$ cat config.mk
export PLATFORM = sky130hd
export DESIGN_NAME = arb_mux_flat
export DESIGN_NICKNAME = d
export VERILOG_FILES = /design/src/rtl/arb_mux_if.sv /design/src/rtl/arb_mux.sv /design/src/flat_wrapper.sv
export SDC_FILE = /design/constraint.sdc
export NUM_CORES = 1
export LEC_CHECK = 0
export BUFFER_PORTS_ARGS = -buffer_cell sky130_fd_sc_hd__clkbuf_2
export CAP_MARGIN = 15
export CORE_MARGIN = 5
export CORE_UTILIZATION = 30
export CTS_BUF_LIST = sky130_fd_sc_hd__clkbuf_2
export DETAILED_ROUTE_END_ITERATION = 6
export PLACE_DENSITY = 0.68
export SYNTH_ARGS = -nofsm -noshare
export SYNTH_HDL_FRONTEND = slang
export SYNTH_SLANG_ARGS = --single-unit
export TNS_END_PERCENT = 10
$ cat constraint.sdc
create_clock -name clk -period 10.9 [get_ports clk]
set_input_delay 3.27 -clock clk [delete_from_list [all_inputs] [get_ports clk]]
set_output_delay 3.27 -clock clk [all_outputs]
set_load 0.02 [all_outputs]
$ cat src/rtl/arb_mux_if.sv
// arb_mux_if: producer-side and consumer-side handshake bundle for arb_mux
interface arb_mux_if #(
  parameter int WIDTH = 32,
  parameter int NCH = 4
);
  localparam int CW = $clog2(NCH);
  logic [NCH-1:0] in_valid;
  logic [NCH*WIDTH-1:0] in_data;
  logic [NCH-1:0] in_ready;
  logic out_valid;
  logic [WIDTH-1:0] out_data;
  logic [CW-1:0] out_ch;
  logic out_ready;
  modport master (
    output in_valid, in_data, out_ready,
    input in_ready, out_valid, out_data, out_ch
  );
  modport slave (
    input in_valid, in_data, out_ready,
    output in_ready, out_valid, out_data, out_ch
  );
endinterface

$ cat src/rtl/arb_mux.sv
// arb_mux: round-robin N-channel arbitrating mux with a registered valid/ready output stage
module arb_mux #(
  parameter int WIDTH = 32,
  parameter int NCH = 4
) (
  input logic clk,
  input logic reset_n,
  arb_mux_if.slave bus
);
  localparam int CW = $clog2(NCH);
  logic [CW-1:0] last, gidx, out_ch;
  logic [NCH-1:0] grant;
  logic hit, load, out_valid;
  logic [WIDTH-1:0] out_data;
  assign load = !out_valid || bus.out_ready;
  assign bus.in_ready = (reset_n && load) ? grant : '0;
  assign bus.out_valid = out_valid;
  assign bus.out_data = out_data;
  assign bus.out_ch = out_ch;
  // rotating-priority search: first valid channel strictly after the last one granted
  always_comb begin
    grant = '0;
    gidx = '0;
    hit = 1'b0;
    for (int k = 1; k <= NCH; k++) begin
      if (!hit && bus.in_valid[(int'(last) + k) % NCH]) begin
        hit = 1'b1;
        gidx = CW'((int'(last) + k) % NCH);
        grant[gidx] = 1'b1;
      end
    end
  end
  // output register refills whenever it is empty or draining; pointer advances only on a transfer
  always_ff @(posedge clk or negedge reset_n) begin
    if (!reset_n) begin
      out_valid <= 1'b0;
      out_data <= '0;
      out_ch <= '0;
      last <= CW'(NCH - 1);
    end else if (load) begin
      out_valid <= hit;
      if (hit) begin
        out_data <= bus.in_data[int'(gidx) * WIDTH +: WIDTH];
        out_ch <= gidx;
        last <= gidx;
      end
    end
  end
endmodule

$ cat src/flat_wrapper.sv
// flat-port wrapper written by rule: the top's interface ports become plain ports
module arb_mux_flat 
#(
  parameter int WIDTH = 32,
  parameter int NCH = 4
)
  (clk, reset_n, bus_in_valid, bus_in_data, bus_out_ready, bus_in_ready, bus_out_valid, bus_out_data, bus_out_ch);
  arb_mux_if #(.WIDTH(WIDTH), .NCH(NCH)) bus_i ();
  input logic clk;
  input logic reset_n;
  input wire logic [$bits(bus_i.in_valid)-1:0] bus_in_valid;
  input wire logic [$bits(bus_i.in_data)-1:0] bus_in_data;
  input wire logic [$bits(bus_i.out_ready)-1:0] bus_out_ready;
  output wire logic [$bits(bus_i.in_ready)-1:0] bus_in_ready;
  output wire logic [$bits(bus_i.out_valid)-1:0] bus_out_valid;
  output wire logic [$bits(bus_i.out_data)-1:0] bus_out_data;
  output wire logic [$bits(bus_i.out_ch)-1:0] bus_out_ch;
  assign bus_i.in_valid = bus_in_valid;
  assign bus_i.in_data = bus_in_data;
  assign bus_i.out_ready = bus_out_ready;
  assign bus_in_ready = bus_i.in_ready;
  assign bus_out_valid = bus_i.out_valid;
  assign bus_out_data = bus_i.out_data;
  assign bus_out_ch = bus_i.out_ch;
  arb_mux #(.WIDTH(WIDTH), .NCH(NCH)) u_core (.clk(clk), .reset_n(reset_n), .bus(bus_i));
endmodule
# Word-level counts from Yosys, hierarchy flattened
# Index checks and enable logic that the tools add are counted.
# totals
reg_bits	37
input_bits	135
wordCells	79
# op_classes
add_sub_neg	4
order_cmp	12
shifts	1
muxes	33
n_bitwise	7
reduce_logical	18
# ops
op	count
$shiftx A128 B8 Y32	1
$mux W4	5
$lt A3 B4 Y1 const B	4
$mux W1	16
$lt A2 B3 Y1 const B	4
$or A4 B4 Y4	3
$bmux W1 S2	4
$demux W1 S2	4
$ge A2 B1 Y1 const B	4
$logic_and A1 B1 Y1	8
$mux W2	4
$reduce_or A2 Y1	4
$add A2 B1 Y2 const B	2
$add A2 B2 Y2 const B	2
$and A1 B1 Y1 const A	4
$logic_not A1 Y1	4
$reduce_and A2 Y1	1
$logic_or A1 B1 Y1	1

# Depth between registers and ports, before layout
# depth
ltp_word	17
mapped_depth	13
ltp_nobuf	8

# Least setup slack after synthesis
# Ideal clock, no wire load.
# synth_path
kind	input-to-output
from	input port bus_in_valid[3]
to	output port bus_in_ready[0]
t_arrival_ps	4646
required_ps	7630
path_slack_ps	2984
path_stages	6
path_cell_list	mux4_1 -> buf_6 -> nor3_1 -> and2_1 -> a221oi_1 -> nor2_1
# synth_between
elab_chain_cells	14
elab_cells_between_ends	29
classes_between	mux (20); bitwise (3); reduce/logical (6)
# synth_rtl
item	line_no	rtl
start: declaration	flat_wrapper.sv:11	input wire logic [$bits(bus_i.in_valid)-1:0] bus_in_valid;
$bmux W1 S2	arb_mux.sv:26	if (!hit && bus.in_valid[(int'(last) + k) % NCH]) begin
$mux W1 (not written as such) (2 in a row)	arb_mux.sv:26	
$mux W1	arb_mux.sv:26	
$logic_not A1 Y1	arb_mux.sv:26	
$logic_and A1 B1 Y1	arb_mux.sv:26	
$mux W1	arb_mux.sv:26	
$logic_not A1 Y1	arb_mux.sv:26	
$logic_and A1 B1 Y1	arb_mux.sv:26	
$mux W1	arb_mux.sv:26	
$logic_not A1 Y1	arb_mux.sv:26	
$logic_and A1 B1 Y1	arb_mux.sv:26	
$mux W4 (*)	arb_mux.sv:26	
$mux W4 (*)	arb_mux.sv:16	assign bus.in_ready = (reset_n && load) ? grant : '0;
end: declaration	flat_wrapper.sv:14	output wire logic [$bits(bus_i.in_ready)-1:0] bus_in_ready;
# Every way passes the cells marked *; elsewhere a longest branch is shown, timed or not. The select of a mux whose other input is x is not followed.

# Worst setup path in the final report
# Ends and elaborated chain as after synthesis.

==> metrics.md <==
| Metric | Value |
|---|---|
| Worst Path Class, Setup | input pin to primary output |
| Min-Delay Path Class | register to register |
| Ratio of final minimum period to clock period | 76.66% |
| Iteration-0 DRC Markers | 156 |
| Finished layout cell area | 4239 um2 |
| Initial antenna violation count | 0 |
| Via count | 3374 |
| Buffers and inverters on the worst path | 2 |
| Peak ir drop on the vdd network | 232.5 uV |
| Residual DRC count | 0 |
| Critical Path Fanout Max | 13 |
| Static Leakage | 2.077 nW |
| Root buf cell | sky130_fd_sc_hd__clkbuf_2 |
| Die X-Extent | 116.5 um |
| Count of nets left with antenna violations after detail routing | 0 |
| Most used cell, CP | sky130_fd_sc_hd__clkbuf_2 |
| Accumulated negative setup slack | 0 ps |
| Total power density per cell area | 383.4 nW/um2 |
| Nets | 628 |
| Highest-count cells in the layout ignoring fill and taps | 181 x sky130_fd_sc_hd__clkbuf_2, 62 x sky130_fd_sc_hd__and3_1, 35 x sky130_fd_sc_hd__dfrtp_1 |
| Post-CTS setup buffer count | 0 |
| Critical path arrival | 5090 ps |
| Cell type contributing the most total cell area after synthesis | sky130_fd_sc_hd__dfrtp_1 |
| Number of hold buffers added after CTS | 0 |
| Number of global-route vias before repair | 3336 |
| Critical path, cell by cell | clkbuf_2 -> mux4_1 -> nor3_1 -> and2_1 -> a221oi_1 -> nor2_1 -> clkbuf_2 |
| Global-route wire length before repair | 16880 um |
| Final Setup Violations | 0 |
| Share of the yosys chip area belonging to registers | 27.29% |
| Number of standard-cell rows in the floorplan | 38 |
| Hold violation count in the final report | 0 |
| Filler Cells Inserted | 1130 |
| Cell with the biggest individual delay on the critical path | sky130_fd_sc_hd__mux4_1 |
| Minimum clock period | 8355 ps |
| Number of gates given a new drive strength after cts | 0 |
| Highest Clock Rate | 119.7 MHz |
| Worst path max stage delay | 750 ps |
| Clock latency on the worst-skew pair | 370 ps |
| Critical Path Start Type | input pin |
| Count of distinct cell types in the synthesized netlist | 43 |
| Number of instances in the synthesized netlist | 343 |
| Starting density of the core | 30.98% |
| Relative slew slack | 24.08% |
| Number of nets in the synthesized netlist | 486 |
| Avg Vias per Cell | 5.390 |
| Number of levels in the clock H-tree | 2 |
| Post-synthesis instance area | 3402 um2 |
| Iteration count of the initial detailed-routing pass | 4 |
| Core ar. | 10980 um2 |
| Maximum clock insertion buffer count | 2 |
| Required time of the critical path | 7630 ps |
| Vert. Die Dim | 116.5 um |
| Clock input transition at the sequential cells of the worst setup and hold paths | 170 ps |
| Clock tree from TritonCTS | done |
| Antenna diode count | 0 |
| Number of pins with negative max-slew slack in the final report | 0 |
| Number of max-capacitance violations reported | 0 |
| Count of synthesis-stage warnings from yosys | 0 |
| Syn_area_per_cell | 9.918 um2 |
| CTS Sinks | 37 |
| Total wire length | 10920 um |
| Share of the synthesized area in the top cell type | 25.74% |
| Count of buffers from port buffering | 173 |
| Area of placed instances | 4199 um2 |
| #FFs+latches synth | 37 |
| Critical path capture point type | primary output |
| Total track usage | 15.27% |
| Slew at the pin closest to its max-slew limit | 1135 ps |
| Synth-to-layout area growth | 24.60% |
| Main area contributors after synthesis | sky130_fd_sc_hd__dfrtp_1 26%, sky130_fd_sc_hd__a221oi_2 15%, sky130_fd_sc_hd__and3_1 11% |
| Die footprint | 13570 um2 |
| Commonest non-fill, non-tap cell in the layout | sky130_fd_sc_hd__clkbuf_2 |
| Wire length per cell | 17.44 um |
| Boundary pin count | 174 |
| Cell type group with the largest total delay on the critical path | multiplexers |
| CTS Buf Count | 5 |
| Setup repair after global routing missed its margin | false |
| Run status | completed |
| Setup skew after layout | 24.13 ps |
| Share of post-route cells with drive strength above 1 | 50.41% |
| Final weighted congestion of routability-driven global placement | 0.7758 |
| Maximum number of pins on one net before global-route repair | 65 |
| Aggregate global routing overflow | 0 |
| Sum of net half-perimeters after detailed placement | 8174 um |
[state kept, by name (all words and copies together), names as in the netlist]
signal and count:
u_core.bus.out_data 32, u_core.last 2, u_core.bus.out_valid 1, u_core.bus.out_ch 2
[per-stage QoR]
stage / setup WS [ps] / util [%] / hold slack, ps / std cells / total power, W
3_3_place_gp: 2622 / 38.23 / 460.5 / 618 / 0.001536
6_report: 2545 / 38.60 / 506.1 / 626 / 0.001625
2_1_floorplan: 2984 / - / 584.3 / 343 / 0.001390
3_5_place_dp: 2538 / 38.23 / 467.7 / 618 / 0.001571
5_1_grt: 2390 / 38.60 / 524.9 / 626 / 0.001765
4_1_cts: 2540 / 38.60 / 509.4 / 626 / 0.001641
[metal layers]
layer  vias to the layer above  part of all wire, %  GRT usage, %
li1                       1662                    -             -
met1                      1594                   44         20.11
met2                       116                   49         26.81
met3                         2                  5.5         2.021
met4                         0                 0.45         3.094
met5                         -                    0             0
[path summary, 6_finish.rpt]
kind                       slack (ps)  cells past startpoint                                   to                                start
min in group asynchronous        2920                      2   u_core.bus.out_data[2]$_DFFE_PN0P_                              reset_n
hold reg to reg                   510                      2  u_core.bus.out_data[20]$_DFFE_PN0P_  u_core.bus.out_data[20]$_DFFE_PN0P_
setup / recovery                 2540                      7                      bus_in_ready[0]                      bus_in_valid[3]
setup reg to reg                 6100                      9  u_core.bus.out_data[25]$_DFFE_PN0P_           u_core.last[0]$_DFFE_PN1P_
hold / removal                    510                      2  u_core.bus.out_data[20]$_DFFE_PN0P_  u_core.bus.out_data[20]$_DFFE_PN0P_
max in group asynchronous        7620                      2           u_core.last[0]$_DFFE_PN1P_                              reset_n
[synth_stat cells (all sizes together)]
master,count
nor2b,2
o32ai,2
dfstp,2
buf,22
clkbuf,22
mux2,3
nand2,35
mux2i,3
a32oi,1
and2,2
and3,63
nor3,3
nand2b,2
a21boi,1
nand3b,1
o211a,1
inv,3
nand3,2
dfrtp,35
o31ai,31
a221oi,66
mux4,4
ha,8
nor2,12
o21a,2
o21ai,2
a21oi,3
nand4,1
or2,1
or3b,2
nor4,1
xnor2,1
a22oi,4
[power breakdown]
| part | total (W) | internal (W) | switching [W] |
|---|---|---|---|
| Sequential | 0.000266 | 0.000215 | 0.0000501 |
| Clock | 0.0000646 | 0.0000190 | 0.0000456 |
| Combinational | 0.00130 | 0.000483 | 0.000812 |
| Total | 0.00163 | 0.000718 | 0.000908 |
[logic make-up (layout without fill, tap and decap cells)]
group,after synthesis,count (layout),share of synthesized area [%]
compound gates,113,113,35.67
xor+xnor,1,1,0.2575
fa+ha+maj,8,8,2.942
buf+inv,47,190,8.864
flops,37,37,27.29
mux,10,10,4.744
simple gates,127,127,20.23
[final cells by class]
cell class	count	area [um2]	area share, %
Multi-Input combinational cell	259	2173	51.27
Sequential cell	37	928.4	21.90
Clock buffer	8	40.04	0.9445
Tap cell	140	175.2	4.132
Inverter	3	11.26	0.2656
Timing Repair Buffer	179	910.9	21.49
[tightest hold or removal path, delay by kind of cell (launching register included)]
kind / cells / cell delay [ps]
flip-flops: 1 / 380
AND/OR/NAND/NOR: 1 / 50
AO/OA/AOI/OAI: 1 / 60
Power figures use the tool's default switching activity.
